===== src/rtl/prog_counter.sv =====
// Parametrised registered program/address counter with step, up/down, load,
// synchronous clear, wrap or saturate mode and overflow/terminal flags.
module prog_counter #(
  parameter int unsigned      WIDTH     = 16,
  parameter int unsigned      STEP      = 1,
  parameter bit               SATURATE  = 1'b0,
  parameter logic [WIDTH-1:0] RESET_VAL = '0
) (
  input  logic             clk,
  input  logic             reset,
  input  logic             clr,
  input  logic             load,
  input  logic [WIDTH-1:0] load_val,
  input  logic             inc,
  input  logic             dec,
  output logic [WIDTH-1:0] out,
  output logic             ovf,
  output logic             at_max,
  output logic             at_min
);

  if (WIDTH < 2 || WIDTH > 32) begin : g_bad_width
    $error("prog_counter: WIDTH must be in 2..32");
  end
  if (STEP == 0 || 64'(STEP) >= (64'd1 << WIDTH)) begin : g_bad_step
    $error("prog_counter: STEP must be in 1..2^WIDTH-1");
  end

  localparam logic [WIDTH-1:0] STEP_W = WIDTH'(STEP);

  logic [WIDTH-1:0] operand_b;
  logic [WIDTH-1:0] chain_sum;
  logic [WIDTH:0]   carry;
  logic             wrapped;
  logic [WIDTH-1:0] nxt_out;
  logic             nxt_ovf;

  // Decrement reuses the adder as out + ~STEP + 1; carry-out then means "no borrow".
  assign operand_b = dec ? ~STEP_W : STEP_W;
  assign carry[0]  = dec;

  for (genvar i = 0; i < WIDTH; i++) begin : g_fa
    assign chain_sum[i] = out[i] ^ operand_b[i] ^ carry[i];
    assign carry[i+1]   = (out[i] & operand_b[i]) | (carry[i] & (out[i] ^ operand_b[i]));
  end

  assign wrapped = inc ? carry[WIDTH] : ~carry[WIDTH];

  always_comb begin
    // NOTE: defaults first so every path assigns both outputs and no latch is inferred.
    nxt_out = out;
    nxt_ovf = 1'b0;
    if (clr) begin
      nxt_out = RESET_VAL;
    end else if (load) begin
      nxt_out = load_val;
    end else if (inc ^ dec) begin
      nxt_out = chain_sum;
      if (wrapped) begin
        nxt_ovf = 1'b1;
        if (SATURATE) begin
          nxt_out = inc ? '1 : '0;
        end
      end
    end
  end

  // NOTE: non-blocking assignments so every register samples pre-edge values.
  always_ff @(posedge clk or posedge reset) begin
    if (reset) begin
      out <= RESET_VAL;
      ovf <= 1'b0;
    end else begin
      out <= nxt_out;
      ovf <= nxt_ovf;
    end
  end

  assign at_max = &out;
  assign at_min = ~|out;

endmodule

===== config.mk =====
export PLATFORM = sky130hd
export DESIGN_NAME = prog_counter
export DESIGN_NICKNAME = d
export VERILOG_FILES = /design/src/rtl/prog_counter.sv
export SDC_FILE = /design/constraint.sdc
export NUM_CORES = 1
export LEC_CHECK = 0
export BUFFER_PORTS_ARGS = -buffer_cell sky130_fd_sc_hd__buf_2
export CORE_ASPECT_RATIO = 0.6
export CORE_MARGIN = 5
export CORE_UTILIZATION = 36
export DETAILED_ROUTE_END_ITERATION = 8
export HOLD_SLACK_MARGIN = 0.12
export MAX_ROUTING_LAYER = met4
export PLACE_DENSITY = 0.67
export SETUP_SLACK_MARGIN = 0.5
export SLEW_MARGIN = 10
export SYNTH_ARGS = -nofsm -noshare
export SYNTH_HDL_FRONTEND = slang
export SYNTH_SLANG_ARGS = --single-unit

===== constraint.sdc =====
create_clock -name clk -period 6.8 [get_ports clk]
set_clock_uncertainty 0.2 [all_clocks]
set_input_delay 0.68 -clock clk [delete_from_list [all_inputs] [get_ports clk]]
set_output_delay 0.68 -clock clk [all_outputs]
set_load 0.05 [all_outputs]

==> run metrics, run 1 <==
Vias/cell 5.03; WL per Instance 16.8 um; H-tree level count 1; Seq/Total Area, Yosys 31.5%; Syn-to-layout area delta 25.8%; Pre-Repair DR Iteration Count 4; CTS root buf clkbuf_8; outcome finished, final reports clean; max-cap violations 0; Power Total 0.000431 W; largest area contributor in the netlist dfrtp_1; worst slew pin tran 0.713 ns; vias in the first global route 1100; flop and latch count out of synthesis 17; Yosys top cell area share 31.5%; vias post-DR 1006; Setup TNS 0 ns; post-route ant nets 0; prevailing post-synth register cell dfrtp_1; core area 0.00364 mm2; Area contributors post-synth dfrtp_1 (31%), fa_1 (22%), mux2_4 (11%); clock sink total 17; total gr overflow 0; CTS tree built; die footprint 0.00512 mm2; DRC viols 0; Max Freq 150 MHz; most common library cells after synthesis dfrtp_1 (17), fa_1 (15), nor2_1 (14); RePlAce Congestion 0.878; most frequent CP cell fa_2; CP endpoint kind flip-flop; final hold violation count 0; asr flop ratio synth 100%; Worst setup SP type input port; Slew headroom 52.4%; PwrDens 253 mW/mm2; Clock Path Buffers 2; chip height 57.5 um; CP max stage delay 0.41 ns; Die Width 89.1 um; number of flops mapped to enable cells by yosys 0; initial core utilization 37.2%; count leader, synth dfrtp_1; routed wire length 3350 um; first-pass GRT wire length 5530 um; critical path class input port to flip-flop; Static Leakage 0.849 nW; Num CTS Buffers 3; required time of the critical path 6.80 ns; Tmin final 6.66 ns; Core Util, Final 46.7%; RSZ-0062 raised after global routing true; Net Count, Synth 150; layout net count 191; Clk Latency, worst-skew pair 0.26 ns; Syn Inst Count 113; final setup fails 0; final period utilization 97.9%; Cell variety after synth 25; crit path cell chain buf_12 -> fa_2 -> fa_2 -> fa_2 -> fa_2 -> fa_2 -> fa_2 -> fa_2 -> fa_2 -> fa_2 -> fa_2 -> fa_2 -> inv_2 -> fa_2 -> inv_2 -> fa_2 -> fa_2 -> inv_2 -> fa_2 -> or2_2 -> a21oi_1 -> mux2_4; clk slew on worst S/H paths 0.07 ns; HP Class input port to async pin; initial antenna violation count 0; Max IR drop VDD 0.000105 V; IO buf count 40; largest net degree at the start of global routing 22; Ports 41; Synth Warn # 0; CP bufs+invs 4; Post-DP HPWL 2550 um; Rows 17; Critical-path top delay cell fa_2; Total Routing Usage GR 14.4%; Filler cells 351; Mapped Area 0.00135 mm2; cts hold-fix bufs 0; Max Slew Vio Count 0; # diodes 0; share of cells above drive strength 1 56.9%; crit path max fanout 3; Avg Cell Area, Syn 12.0 um2; DR iter-0 viols 40; delay-heaviest family, CP adder cells; Critical Path AT 6.66 ns
layer usage:
| layer | wire length (um) | global-route usage [%] | up-vias | part of all wire, % |
|---|---|---|---|---|
| met5 | 0 | - | - | 0 |
| met4 | 0 | 0.637 | 0 | 0 |
| met3 | 243 | 4.62 | 0 | 7.3 |
| met2 | 1390 | 20.6 | 31 | 42 |
| met1 | 1720 | 20.9 | 508 | 51 |
| li1 | - | - | 467 | - |
area by class of cell:
cell class | instances | area [um2] | area share, %
clock buffer | 4 | 45.0 | 2.65
multi-input combinational | 83 | 913 | 53.7
tap | 47 | 58.8 | 3.46
timing repair buffer | 42 | 230 | 13.5
inverter | 7 | 26.3 | 1.55
sequential | 17 | 427 | 25.1
worst paths after layout:
path,from,end,slack (ns),cells past startpoint
setup / recovery,dec,out[15],0.14,22
hold / removal,reset,ovf,0.33,2
setup reg to reg,out[1],out[15],0.23,21
hold reg to reg,out[0],out[0],0.41,2
max in group asynchronous,reset,out[0],5.58,2
min in group clk,out[0],out[0],0.41,2
cells by family after synthesis:
| family | after synthesis | share of synthesized area (%) |
|---|---|---|
| buf+inv | 13 | 4.63 |
| flops | 17 | 31.5 |
| fa+ha+maj | 15 | 22.2 |
| compound gates | 3 | 1.11 |
| simple gates | 36 | 14.4 |
| mux | 28 | 24.9 |
| xor+xnor | 1 | 1.20 |
where the power goes:
group | switching (W) | internal [W] | total, W
Clock | 0.0000379 | 0.0000417 | 0.0000795
Sequential | 0.0000291 | 0.000117 | 0.000146
Combinational | 0.000122 | 0.0000822 | 0.000205
sequential cells by signal, summed over array words and instances (netlist names):
name / cells
out: 16
ovf: 1
cell usage in the layout (no fill, tap or decap), types with 2 or more instances in the layout:
master / instances
inv_2: 3
mux2_4: 11
nor2_1: 14
clkbuf_8: 3
fa_2: 15
nand4_1: 4
or2_2: 2
nand3_1: 2
dfrtp_1: 16
nand2_1: 2
a21oi_1: 2
inv_1: 4
buf_2: 39
buf_4: 2
nor4_1: 5
mux2_2: 4
mux2i_1: 13
worst register-to-register path, stage by stage (launching register included):
cell and delay (ns):
dfrtp_1 0.44, fa_2 0.38, fa_2 0.35, fa_2 0.34
fa_2 0.34, fa_2 0.35, fa_2 0.35, fa_2 0.34
fa_2 0.36, fa_2 0.36, fa_2 0.35, fa_2 0.34
inv_2 0.06, fa_2 0.18, inv_2 0.04, fa_2 0.33
fa_2 0.34, inv_2 0.06, fa_2 0.41, or2_2 0.28
a21oi_1 0.14, mux2_4 0.16
stage by stage:
| stage | hold WS, ns | instances | area [um2] | setup slack, ns |
|---|---|---|---|---|
| after floorplan | 0.406 | 113 | 1380 | 0.0887 |
| after global placement | 0.390 | 195 | 1610 | -0.202 |
| after detailed placement | 0.392 | 195 | 1610 | -0.328 |
| after CTS | 0.352 | 199 | 1670 | 0.128 |
| after global routing | 0.400 | 200 | 1700 | 0.00266 |
| final | 0.328 | 200 | 1700 | 0.140 |
what timing repair did:
item | in CTS | in global routing
setup endpoints to repair | 3 | 3
buffers inserted | 0 | 1
gates resized for setup | 8 | 7
pin swaps | 1 | 2
Power figures use the tool's default switching activity.
==> run 2, diff against run 1 <==
- RECOVER_POWER: unset -> 100
- SLEW_MARGIN: 10 -> 20
==> run 2 against run 1 <==
Count of clock-buffer cells in the layout stayed put. Sequential cell count stayed put. Routed wire length is 0.63% higher. Hold slack hardly changed. Combinational power is 3% lower. Sequential power hardly changed. Final area is 1.8% lower. Clock power hardly changed. Via count is 0.89% higher. Highest routed layer unchanged. Register-to-register slack hardly changed. Non-clock buffer count stayed put. Sequential share of layout area is 0.47 points higher.
==> run metrics, run 2 (same netlist as run 1, synthesis figures left out) <==
CTS tree built (unchanged); Vias/cell 5.08 (was 5.03); routed length on met3 246 um (was 243 um); worst r2r dst out[15] (unchanged); Slew headroom 52.6% (was 52.4%); CTS root buf clkbuf_8 (unchanged); crit path max fanout 3 (unchanged); PwrDens 255 mW/mm2 (was 253 mW/mm2); delay-heaviest family, CP adder cells (unchanged); HP Class input port to async pin (unchanged); CP bufs+invs 4 (unchanged); initial core utilization 37.2% (unchanged); final period utilization 97.8% (was 97.9%); max reg flops 16 (unchanged); Post-Layout Cell Count 200 (unchanged); Rows 17 (unchanged); outcome finished, final reports clean (unchanged); most frequent CP cell fa_2 (unchanged); max-cap violations 0 (unchanged); Ports 41 (unchanged); Pre-Repair DR Iteration Count 2 (was 4); RePlAce Congestion 0.878 (unchanged); RSZ-0062 raised after global routing true (unchanged); share of cells above drive strength 1 43.1% (was 56.9%); Post-DP HPWL 2550 um (unchanged); Critical-path top delay cell fa_2 (unchanged); Total Routing Usage GR 14.4% (unchanged); layout net count 191 (unchanged); clock sink total 17 (unchanged); Critical Path AT 6.65 ns (was 6.66 ns); first-pass GRT wire length 5530 um (unchanged); most frequent cells in the layout clkbuf_1 (20), buf_2 (20), dfrtp_1 (16) (was buf_2 (39), dfrtp_1 (16), fa_2 (15)); Largest Register out (unchanged); largest net degree at the start of global routing 22 (unchanged); Static Leakage 0.777 nW (was 0.849 nW); critical path class input port to flip-flop (unchanged); vias in the first global route 1100 (unchanged); Clock Path Buffers 2 (unchanged); WL per Instance 16.9 um (was 16.8 um); post-route ant nets 0 (unchanged); final hold violation count 0 (unchanged); Critical Path Source dec (unchanged); Die Width 89.1 um (unchanged); Tmin final 6.65 ns (was 6.66 ns); WHS 0.328 ns (about the same); crit path cell chain buf_12 -> fa_2 -> fa_2 -> fa_2 -> fa_2 -> fa_2 -> fa_2 -> fa_2 -> fa_2 -> fa_2 -> fa_2 -> fa_2 -> inv_2 -> fa_1 -> inv_2 -> fa_2 -> fa_2 -> inv_2 -> fa_2 -> or2_2 -> a21oi_1 -> mux2_4 (was buf_12 -> fa_2 -> fa_2 -> fa_2 -> fa_2 -> fa_2 -> fa_2 -> fa_2 -> fa_2 -> fa_2 -> fa_2 -> fa_2 -> inv_2 -> fa_2 -> inv_2 -> fa_2 -> fa_2 -> inv_2 -> fa_2 -> or2_2 -> a21oi_1 -> mux2_4); total gr overflow 0 (unchanged); IO buf count 40 (unchanged); Filler cells 364 (was 351); required time of the critical path 6.80 ns (about the same); final setup fails 0 (unchanged); uppermost layer routed met3 (unchanged); DR iter-0 viols 36 (was 40); initial antenna violation count 0 (unchanged); Max IR drop VDD 0.000105 V (about the same); R2R depth 21 (unchanged); met2 routed wirelength 1410 um (was 1390 um); Num CTS Buffers 3 (unchanged); CP max stage delay 0.41 ns (about the same); Worst setup SP type input port (unchanged); placed instance count 195 (unchanged); Syn-to-layout area delta 23.5% (was 25.8%); CP endpoint kind flip-flop (unchanged); reg2reg start out[1] (unchanged); die footprint 0.00512 mm2 (unchanged); Max Freq 150 MHz (about the same); biggest regs out x16, ovf x1 (unchanged); Clk Latency, worst-skew pair 0.26 ns (about the same); # diodes 0 (unchanged); flop-to-flop setup slack 0.23 ns (about the same); Core Util, Final 45.9% (was 46.7%); core area 0.00364 mm2 (unchanged); Max Slew Vio Count 0 (unchanged); met1 wire length 1720 um (about the same); worst slew pin tran 0.710 ns (was 0.713 ns); vias post-DR 1015 (was 1006); H-tree level count 1 (unchanged); clk slew on worst S/H paths 0.07 ns (about the same); routed wire length 3370 um (was 3350 um); DRC viols 0 (unchanged); chip height 57.5 um (unchanged)
-- run 2: per-layer routing --
layer  up-vias  GRT usage, %
met5         -             -
met4         0         0.637
met3         0          4.62
met2        31          20.6
met1       516          20.9
li1        468             -
-- run 2: final cells by class --
cell class / count / area [um2] / area share [%]
flip-flops and latches: 17 / 427 / 25.6
repair buffers: 42 / 206 / 12.4
clock buffers: 4 / 45.0 / 2.70
multi-input cells: 83 / 906 / 54.3
inverters: 7 / 26.3 / 1.57
well taps: 47 / 58.8 / 3.52
-- run 2: worst max-delay path by stage --
stage                          to  slack [ns]  depth (start not counted)
after floorplan           out[15]        0.09                         21
after global placement    out[15]       -0.20                         22
after detailed placement  out[15]       -0.33                         22
after CTS                 out[15]        0.13                         22
after global routing      out[15]        0.01                         22
final                     out[15]        0.15                         22
-- run 2: worst reg2reg max path: cells and delay by family (launching register included) --
family	cells	cell delay [ns]
buffers and inverters	3	0.16
AND/OR/NAND/NOR	1	0.28
adder cells (fa/ha/maj)	15	5.12
AO/OA/AOI/OAI	1	0.14
flip-flops	1	0.45
multiplexers	1	0.15
-- run 2: report_power, final --
part	internal, W	switching, W	leakage (nW)	total, W
sequential	0.000117	0.0000296	0.219	0.000147
clock	0.0000417	0.0000375	0.0228	0.0000792
combinational	0.0000771	0.000122	0.536	0.000199
-- run 2: metrics by stage --
step	setup WS (ns)	setup TNS, ns	power [W]	instance area [um2]
6_report	0.151	0	0.000425	1670
5_1_grt	0.0122	0	0.000459	1670
4_1_cts	0.128	0	0.000433	1670
3_5_place_dp	-0.328	-0.328	0.000346	1610
3_3_place_gp	-0.202	-0.202	0.000342	1610
2_1_floorplan	0.0887	0	0.000291	1380
-- run 2: timing repair --
| action | CTS | global route |
|---|---|---|
| hold buffers | 0 | 0 |
| setup buffers | 0 | 1 |
| setup endpoints to repair | 3 | 3 |
| pin swaps | 1 | 2 |
| resized for setup | 8 | 7 |
==> run 3, diff against run 2 <==
- CTS_BUF_LIST: unset -> sky130_fd_sc_hd__clkbuf_8 sky130_fd_sc_hd__clkbuf_16
==> run 3 against run 2 <==
Utilization is the same. Highest routed layer unchanged. Die area is the same. Via count is essentially flat. Fmax is essentially flat. Total power shrank 0.37%. Critical path depth is the same.
==> run metrics, run 3 (same netlist as run 1, synthesis figures left out) <==
Comb power frac 47.0% (was 46.8%); DRC viols 0 (unchanged); post-route setup slack 0.151 ns (about the same); worst slew pin tran 0.710 ns (unchanged); Power Total 0.000423 W (was 0.000425 W); Filler cells 364 (unchanged); crit path cell chain buf_12 -> fa_2 -> fa_2 -> fa_2 -> fa_2 -> fa_2 -> fa_2 -> fa_2 -> fa_2 -> fa_2 -> fa_2 -> fa_2 -> inv_2 -> fa_1 -> inv_2 -> fa_2 -> fa_2 -> inv_2 -> fa_2 -> or2_2 -> a21oi_1 -> mux2_4 (unchanged); H-tree level count 1 (unchanged); final setup fails 0 (unchanged); required time of the critical path 6.80 ns (about the same); Critical-path top delay cell fa_2 (unchanged); Num CTS Buffers 3 (unchanged); Slew headroom 52.6% (unchanged); Post-DP HPWL 2550 um (unchanged); dpl ws -0.328 ns (unchanged); vias in the first global route 1100 (unchanged); Total Routing Usage GR 14.4% (unchanged); commonest non-fill, non-tap cell in the layout buf_2; HP Class input port to async pin (unchanged); reg2reg start out[1] (unchanged); Pre-Repair DR Iteration Count 2 (unchanged); Core Util, Final 45.9% (unchanged); Ports 41 (unchanged); core area 0.00364 mm2 (unchanged); Max Freq 150 MHz (about the same); layout net count 191 (unchanged); Vias/cell 5.07 (was 5.08); Die Width 89.1 um (unchanged); cts hold-fix bufs 0 (unchanged); IO buf count 40 (unchanged); flop-to-flop setup slack 0.23 ns (about the same); largest net degree at the start of global routing 22 (unchanged); max reg flops 16 (unchanged); CTS tree built (unchanged); clk slew on worst S/H paths 0.07 ns (about the same); critical path depth 22 (unchanged); initial antenna violation count 0 (unchanged); crit path max fanout 3 (unchanged); P_int 0.000235 W (was 0.000236 W); Clk Latency, worst-skew pair 0.26 ns (about the same); total gr overflow 0 (unchanged); Syn-to-layout area delta 23.5% (unchanged); initial core utilization 37.2% (unchanged); most frequent cells in the layout buf_2 (20), clkbuf_1 (19), dfrtp_1 (16) (was clkbuf_1 (20), buf_2 (20), dfrtp_1 (16)); delay-heaviest family, CP adder cells (unchanged); RePlAce Congestion 0.878 (unchanged); Clock Power Share 18.3% (was 18.6%); most frequent CP cell fa_2 (unchanged); worst r2r dst out[15] (unchanged); Critical Path AT 6.65 ns (about the same); CP max stage delay 0.41 ns (about the same); Max Slew Vio Count 0 (unchanged); Largest Register out (unchanged); critical path class input port to flip-flop (unchanged); clock sink total 17 (unchanged); # diodes 0 (unchanged); CP endpoint kind flip-flop (unchanged); CTS root buf clkbuf_8 (unchanged); chip height 57.5 um (unchanged); Sw Ratio 44.6% (was 44.4%); post-route ant nets 0 (unchanged); WHS 0.328 ns (about the same); DR iter-0 viols 36 (unchanged); Clock Path Buffers 2 (unchanged); Critical Path Source dec (unchanged); final hold violation count 0 (unchanged); outcome finished, final reports clean (unchanged); die footprint 0.00512 mm2 (unchanged); Psw 0.000189 W (about the same); Tmin final 6.65 ns (about the same); PwrDens 254 mW/mm2 (was 255 mW/mm2); Reg power frac 34.7% (was 34.6%); max-cap violations 0 (unchanged); Worst setup SP type input port (unchanged); Static Leakage 0.781 nW (was 0.777 nW); share of cells above drive strength 1 43.1% (unchanged); Max IR drop VDD 0.000105 V (about the same); RSZ-0062 raised after global routing true (unchanged); final period utilization 97.8% (about the same); R2R depth 21 (unchanged); WL per Instance 16.8 um (was 16.9 um); Rows 17 (unchanged); routed wire length 3370 um (about the same); CP bufs+invs 4 (unchanged); biggest regs out x16, ovf x1 (unchanged); vias post-DR 1014 (was 1015); first-pass GRT wire length 5530 um (unchanged)
## run 3: layout make-up
type / count / area [um2] / area share, %
clock buffers: 3 / 41.3 / 2.47
clock inverters: 1 / 3.75 / 0.225
inverters: 7 / 26.3 / 1.57
multi-input cells: 83 / 906 / 54.3
flip-flops and latches: 17 / 427 / 25.6
well taps: 47 / 58.8 / 3.52
repair buffers: 42 / 206 / 12.4
## run 3: what timing repair did
item	in CTS	in global routing
setup buffers	0	1
endpoints found under the setup margin	3	3
gates resized for setup	8	7
gates cloned	0	0
pin swaps	1	2
## run 3: stage by stage
step	instances	area, um2	setup TNS, ns
after floorplan	113	1380	0
after global placement	195	1610	-0.202
after CTS	199	1670	0
after detailed placement	195	1610	-0.328
after global routing	200	1670	0
final	200	1670	0
## run 3: power by group through the flow
stage | Clock, W | Sequential (W) | Combinational (W)
2_1_floorplan | 0 | 0.000199 | 0.0000917
3_3_place_gp | 0 | 0.000147 | 0.000195
3_5_place_dp | 0 | 0.000148 | 0.000198
4_1_cts | 0.0000809 | 0.000147 | 0.000204
5_1_grt | 0.0000858 | 0.000151 | 0.000220
6_report | 0.0000776 | 0.000147 | 0.000199
## run 3: worst max path at each step
stage | end | slack [ns]
3_3_place_gp | out[15] | -0.20
6_report | out[15] | 0.15
2_1_floorplan | out[15] | 0.09
3_5_place_dp | out[15] | -0.33
5_1_grt | out[15] | 0.01
4_1_cts | out[15] | 0.13
## run 3: worst register-to-register path, cell delays in order (launching register included)
cell and delay [ns]:
dfrtp_1 0.45, fa_2 0.38, fa_2 0.35, fa_2 0.34
fa_2 0.35, fa_2 0.35, fa_2 0.35, fa_2 0.34
fa_2 0.36, fa_2 0.36, fa_2 0.35, fa_2 0.34
inv_2 0.06, fa_1 0.17, inv_2 0.04, fa_2 0.33
fa_2 0.34, inv_2 0.06, fa_2 0.41, or2_2 0.28
a21oi_1 0.14, mux2_4 0.16
## run 3: routing by layer
layer	global-route usage [%]	part of all wire [%]	up-vias
li1	-	-	468
met5	-	0	-
met3	4.62	7.3	0
met1	20.9	51	515
met4	0.637	0	0
met2	20.6	42	31
